--- config.mk ---
export PLATFORM = sky130hd
export DESIGN_NAME = alu_mul_seq
export DESIGN_NICKNAME = d
export VERILOG_FILES = /design/src/rtl/alu_mul_seq.sv
export SDC_FILE = /design/constraint.sdc
export NUM_CORES = 1
export LEC_CHECK = 0
export BUFFER_PORTS_ARGS = -buffer_cell sky130_fd_sc_hd__buf_2
export CORE_UTILIZATION = 40
export CTS_BUF_LIST = sky130_fd_sc_hd__clkbuf_4 sky130_fd_sc_hd__clkbuf_8
export CTS_CLUSTER_SIZE = 30
export DETAILED_ROUTE_END_ITERATION = 10
export GPL_TIMING_DRIVEN = 0
export PLACE_DENSITY_LB_ADDON = 0.08
export SYNTH_ARGS = -nofsm -noshare
export SYNTH_HDL_FRONTEND = slang
export SYNTH_SLANG_ARGS = --single-unit
--- constraint.sdc ---
create_clock -name clk -period 4.2 [get_ports clk]
set_clock_uncertainty 0.15 [all_clocks]
set_input_delay 0.21 -clock clk [delete_from_list [all_inputs] [get_ports clk]]
set_output_delay 0.21 -clock clk [all_outputs]
set_load 0.01 [all_outputs]
--- src/rtl/alu_mul_seq.sv ---
// Shift-and-add unsigned multiplier sequencer that borrows the shared 32-bit ALU.
// It issues one ALU op per cycle and returns the low 32 product bits, a sticky overflow flag and a done pulse.
module alu_mul_seq #(
    parameter bit EARLY_EXIT = 1'b1
) (
    input  logic        clk,
    input  logic        rst,
    input  logic        start,
    input  logic [31:0] op_a,
    input  logic [31:0] op_b,
    output logic        busy,
    output logic        done,
    output logic [31:0] result,
    output logic        ovf,
    output logic [31:0] alu_a,
    output logic [31:0] alu_b,
    output logic [2:0]  alu_sel,
    input  logic [31:0] alu_f,
    input  logic        alu_ovf
);

    localparam logic [1:0] S_IDLE  = 2'd0;
    localparam logic [1:0] S_ADD   = 2'd1;
    localparam logic [1:0] S_SHIFT = 2'd2;
    localparam logic [1:0] S_DONE  = 2'd3;

    localparam logic [2:0] SEL_ADD = 3'b000;
    localparam logic [2:0] SEL_SLL = 3'b101;

    logic [1:0]  state;
    logic [31:0] p;
    logic [31:0] m;
    logic [31:0] q;
    logic [5:0]  cnt;
    logic [31:0] q_next;
    logic [5:0]  cnt_next;

    // Request handshake: start is taken only on an edge where busy is low;
    // while busy (including the done cycle) start and the operands are ignored.
    assign busy     = (state != S_IDLE);
    assign done     = (state == S_DONE);
    assign q_next   = {1'b0, q[31:1]};
    assign cnt_next = cnt + 6'd1;

    always_comb begin
        alu_sel = SEL_ADD;
        alu_a   = 32'd0;
        alu_b   = 32'd0;
        case (state)
            S_ADD: begin
                alu_a = p;
                alu_b = m;
            end
            S_SHIFT: begin
                alu_sel = SEL_SLL;
                alu_a   = m;
            end
            default: ;
        endcase
    end

    always_ff @(posedge clk) begin
        if (rst) begin
            state  <= S_IDLE;
            p      <= 32'd0;
            m      <= 32'd0;
            q      <= 32'd0;
            cnt    <= 6'd0;
            result <= 32'd0;
            ovf    <= 1'b0;
        end else begin
            case (state)
                S_IDLE: begin
                    if (start) begin
                        p   <= 32'd0;
                        m   <= op_a;
                        q   <= op_b;
                        cnt <= 6'd0;
                        ovf <= 1'b0;
                        if (EARLY_EXIT && (op_b == 32'd0)) begin
                            state  <= S_DONE;
                            result <= 32'd0;
                        end else if (op_b[0]) begin
                            state <= S_ADD;
                        end else begin
                            state <= S_SHIFT;
                        end
                    end
                end
                S_ADD: begin
                    p     <= alu_f;
                    ovf   <= ovf | alu_ovf;
                    state <= S_SHIFT;
                end
                S_SHIFT: begin
                    m   <= alu_f;
                    q   <= q_next;
                    cnt <= cnt_next;
                    // P is final here: the last ADD always precedes this SHIFT.
                    if ((cnt_next == 6'd32) || (EARLY_EXIT && (q_next == 32'd0))) begin
                        state  <= S_DONE;
                        result <= p;
                    end else if (q_next[0]) begin
                        state <= S_ADD;
                    end else begin
                        state <= S_SHIFT;
                    end
                end
                default: state <= S_IDLE;
            endcase
        end
    end

endmodule

# Yosys cells after proc, flatten, opt, wreduce, memory -nomap -nowiden
# Index checks and enable logic that the tools add are counted.
totals:
  reg_bits: 137
  in_bits: 100
classes:
  bitwise_logic: 1
  n_reduce_logical: 10
  eq_ne: 7
  mux: 23
  add_sub_neg: 1
op_table:
  columns: ["cell", "count"]
  rows:
  - ["$pmux W32 S2", 5]
  - ["$mux W32", 7]
  - ["$logic_not A32 Y1", 2]
  - ["$pmux W6 S2", 1]
  - ["$mux W2", 5]
  - ["$add A6 B1 Y6 const B", 1]
  - ["$eq A6 B6 Y1 const B", 1]
  - ["$mux W6", 1]
  - ["$ne A2 B2 Y1 const B", 3]
  - ["$pmux W2 S3", 1]
  - ["$reduce_bool A2 Y1", 3]
  - ["$eq A2 B2 Y1 const B", 2]
  - ["$reduce_and A2 Y1", 2]
  - ["$reduce_and A4 Y1", 1]
  - ["$mux W3", 1]
  - ["$eq A2 B1 Y1 const B", 1]
  - ["$logic_not A2 Y1", 1]
  - ["$pmux W1 S2", 1]
  - ["$logic_or A1 B1 Y1", 1]
  - ["$mux W1", 1]
  - ["$or A1 B1 Y1", 1]

# Logic depth before layout (Yosys ltp)
logic_depth:
  ltp_word: 5
  depth_mapped: 9
  mapped_depth_nobuf: 7

# Worst setup path before layout
# OpenSTA, ideal clock, no wires.
synth_timing:
  path_type: "register -> register"
  startpoint: "reg state[0]"
  endpoint: "reg result[0]"
  period_less_slack_ns: 1.984
  stages_incl_launch_ff: 9
  arrival_time_ns: 1.694
  setup_slack_ns: 2.216
  path_buffers: 2
  path_cell_list: "dfxtp_1 > inv_1 > ha_1 > clkbuf_1 > inv_1 > o21ai_1 > o221a_4 > buf_6 > o32ai_2"
synth_via:
  elab_chain_cells: 3
synth_rtl:
  columns: ["element", "line_no", "text"]
  rows:
  - ["from (decl)", "30", "logic [1:0] state;"]
  - ["from (signal assigned)", "64", "state <= S_IDLE;"]
  - ["from (signal assigned)", "81", "state <= S_DONE;"]
  - ["from (signal assigned)", "84", "state <= S_ADD;"]
  - ["$eq A2 B2 Y1 / $logic_not A2 Y1 (equally long branches)", "72", "case (state)"]
  - ["$ne A2 B2 Y1 (no source line) / $reduce_bool A2 Y1 (equally long branches)", null, null]
  - ["$reduce_and A4 Y1 (no source line)", null, null]
  - ["to (signal assigned)", "102", "result <= p;"]
  - ["to (decl)", "13", "output logic [31:0] result,"]
# Several ways; a longest one is shown, not always the timed one.
# A chain may end at the register's enable or synchronous reset.

# Worst setup path after layout
layout_timing:
  startpoint: "reg state[1]"
  endpoint: "out alu_a[30]"
layout_via:
  elab_chain_cells: 2
layout_rtl:
  columns: ["element", "line_no", "text"]
  rows:
  - ["$eq A2 B2 Y1 / $eq A2 B1 Y1 (equally long branches)", "49", "case (state)"]
  - ["$pmux W32 S2 *", "49", null]
  - ["to (decl)", "15", "output logic [31:0] alu_a,"]
# Mark *: on every way between the ends. The rest lies on a longest branch, timed or not.

==> results.toml <==
[run_status]
status = "complete, no violations"

[floorplanning]
num_io_pins = 202
initial_core_util_pct = 40.9
num_rows = 47
core_um2 = 16600
dieArea_um2 = 17500
die_x_um = 132
fp.dieH_um = 132

[critical_path]
reg2reg_depth = 8
reg2reg_from = "state[0]"
worst-r2r-setup-slack_ps = 1580
worstSetupPathType = "reg -> out"
timing.critical_path.to_type = "primary output"
worstReg2RegEnd = "m[2]"
start_kind = "flop"
cp_max_fo = 10
cp.arrival_ps = 2780
cp.required_ps = 3840

[timing]
hold_viol_final = 0
final_max_slew_viol_count = 0
fin_tns_setup_ps = 0
period_minus_slack_ps = 3140
fmax_mhz = 318
tightest_slew_ps = 785
relSlewSlack_pct = 47.7
period_share_pct = 74.8
grt_setup_unrepaired = "false"
setup_violations = 0

[worst_hold_path]
worstHoldPathType = "in -> reg"
hold_start = "op_b[0]"
hold_depth = 4
whs_endpoint = "state[1]"

[place]
gp_congestion = 0.808
placedCellCount = 1158
dp_hpwl_mm = 15.7
dpl_cell_area_um2 = 8050
port_buffers = 199

[yosys]
yosys.area.top_type = "dfxtp_1"
synth_flop_cell = "dfxtp_1"
synth-edff-count = 0
synthMuxAreaShare_pct = 9.45
syn_area_per_cell_um2 = 9.17
synth_fp_nets = 844
syn-cell-area_um2 = 6780
yosys-top-cells-area = "dfxtp_1 (40%), mux2i_1 (9.4%), a22oi_1 (7.2%), o32ai_2 (7.2%), a211oi_1 (6.9%)"
synth-simple-area-share_pct = 18.4
async_flop_share_pct = 0
yosysMostFrequentCell = "dfxtp_1"
synth_top_family_by_area = "compound AO/OA/AOI/OAI gates"
ys_seq_elements = 136
synth_compound_area_share_pct = 23.9
synth_fa_ha_area_share_pct = 0.923
synth_xor_area_share_pct = 0
yosys_warnings = 0
synth.yosys.seq_area_share_pct = 40.2
synthCells = 739
netlist_top_cells_count = "dfxtp_1 (136), nor2_1 (105), a22oi_1 (65)"
yosysUniqueCellTypes = 40
synth_top_area_share_pct = 40.2

[routing]
vias = 6716
dr.pass1.iters = 7
drtIter0Drc = 412
wl_mm = 22.8
postRouteAntennaNets = 0
vias_per_cell = 5.22
drc = 0
wire_per_inst_um = 17.7

[finish]
num_antenna_cells = 0
post-route-util_pct = 57.2
drive_gt1_share_pct = 27.7
final_cell_area_um2 = 9490
finalNetCount = 1159
final_cells = 1286
area_growth_syn_to_layout_pct = 39.9

[global_route]
antenna_found_initial = 0
grt_pass1_vias = 6662
grt_usage_pct = 26.1
grt_pass1_wl_mm = 35.6
grt_max_degree = 17
grt.overflow.total = 0

[cts]
cts_tree = "yes"
clock-sinks = 136
clk_latency_ps = 450
clockBufferDepth = 2
cts.htree.levels = 4
cts_buffers = 17
cts_resized = 0
path_clk_slew_ps = 80
root_buffer = "clkbuf_8"

[run]
drv_cap = 0

[pwr]
p_per_area_nw_per_um2 = 383
leakagePower_uw = 0.00378
irDropWorstVdd_uv = 251
kinds of logic after synthesis:
logic type               after synthesis
AO/OA/AOI/OAI                        181
adder cells (fa/ha/maj)                5
buffers and inverters                107
flip-flops                           136
multiplexers                          64
other                                  1
AND/OR/NAND/NOR                      245
critical path, stage by stage, from the launching register on:
cell and delay, ps:
dfxtp_1 330, inv_1 90, ha_1 240, clkbuf_1 580, buf_1 570, a22oi_1 190, nor2b_1 170, buf_2 150
report_power, final:
group	total, uW	leakage [uW]	internal, uW	switching, uW
Clock	1280	0.000228	744	541
Combinational	858	0.00244	363	495
Sequential	1490	0.00111	1400	88.6
Total	3630	0.00378	2510	1120
state kept, by name, summed over array words and instances, names as in the netlist:
| signal | count |
|---|---|
| result | 32 |
| cnt | 6 |
| p | 32 |
| state | 2 |
| q | 31 |
| m | 32 |
| ovf | 1 |
how the worst max path moves through the flow:
stage	endpoint	from	cells past startpoint
2_1_floorplan	result[0]	state[0]	8
3_3_place_gp	alu_a[20]	state[1]	7
3_5_place_dp	alu_a[20]	state[1]	7
4_1_cts	alu_a[20]	state[1]	7
5_1_grt	alu_a[20]	state[1]	7
6_report	alu_a[30]	state[1]	7
layout make-up:
class                      instances  area, um^2
buffer                            70         344
clock buffer                      20         269
clock inverter                    11         196
fill                            1545        7100
inverter                          37         139
multi-input combinational        496        3570
sequential                       136        2720
tap                              220         275
timing repair buffer             296        1970
cells in the final DEF (no fill, tap or decap), types with 32 or more instances in the layout:
| master | synthesis | routed |
|---|---|---|
| and2_1 | 33 | 33 |
| nor2_1 | 105 | 105 |
| mux2i_1 | 64 | 64 |
| inv_1 | 37 | 37 |
| a211oi_1 | 62 | 62 |
| dfxtp_1 | 136 | 136 |
| a22oi_1 | 65 | 65 |
| clkbuf_1 | 34 | 34 |
| nand2b_1 | 34 | 34 |
| buf_2 | 23 | 222 |
| dlygate4sd3_1 | 0 | 97 |
| nor2b_1 | 32 | 32 |
metal layers:
metal | GRT usage [%] | part of all wire (%) | vias up
met5 | 0 | 0 | -
met4 | 8.43 | 2.2 | 0
met3 | 4.61 | 4.6 | 36
met2 | 45.4 | 49 | 203
met1 | 32.7 | 44 | 3197
li1 | - | - | 3280
metrics by stage:
stage,hold slack [ps],setup WS [ps],total power (uW)
floorplan,221,2220,2020
global placement,318,1550,2300
detailed placement,319,1530,2300
CTS,16.2,1020,3640
global route,48.2,854,3790
finish,33.3,1060,3630
what timing repair did:
| action | in CTS | in global routing |
|---|---|---|
| hold buffers | 97 | 0 |
| endpoints found under the hold margin | 96 | 0 |
| buffers inserted | 0 | 0 |
(Power assumes the default switching activity.)
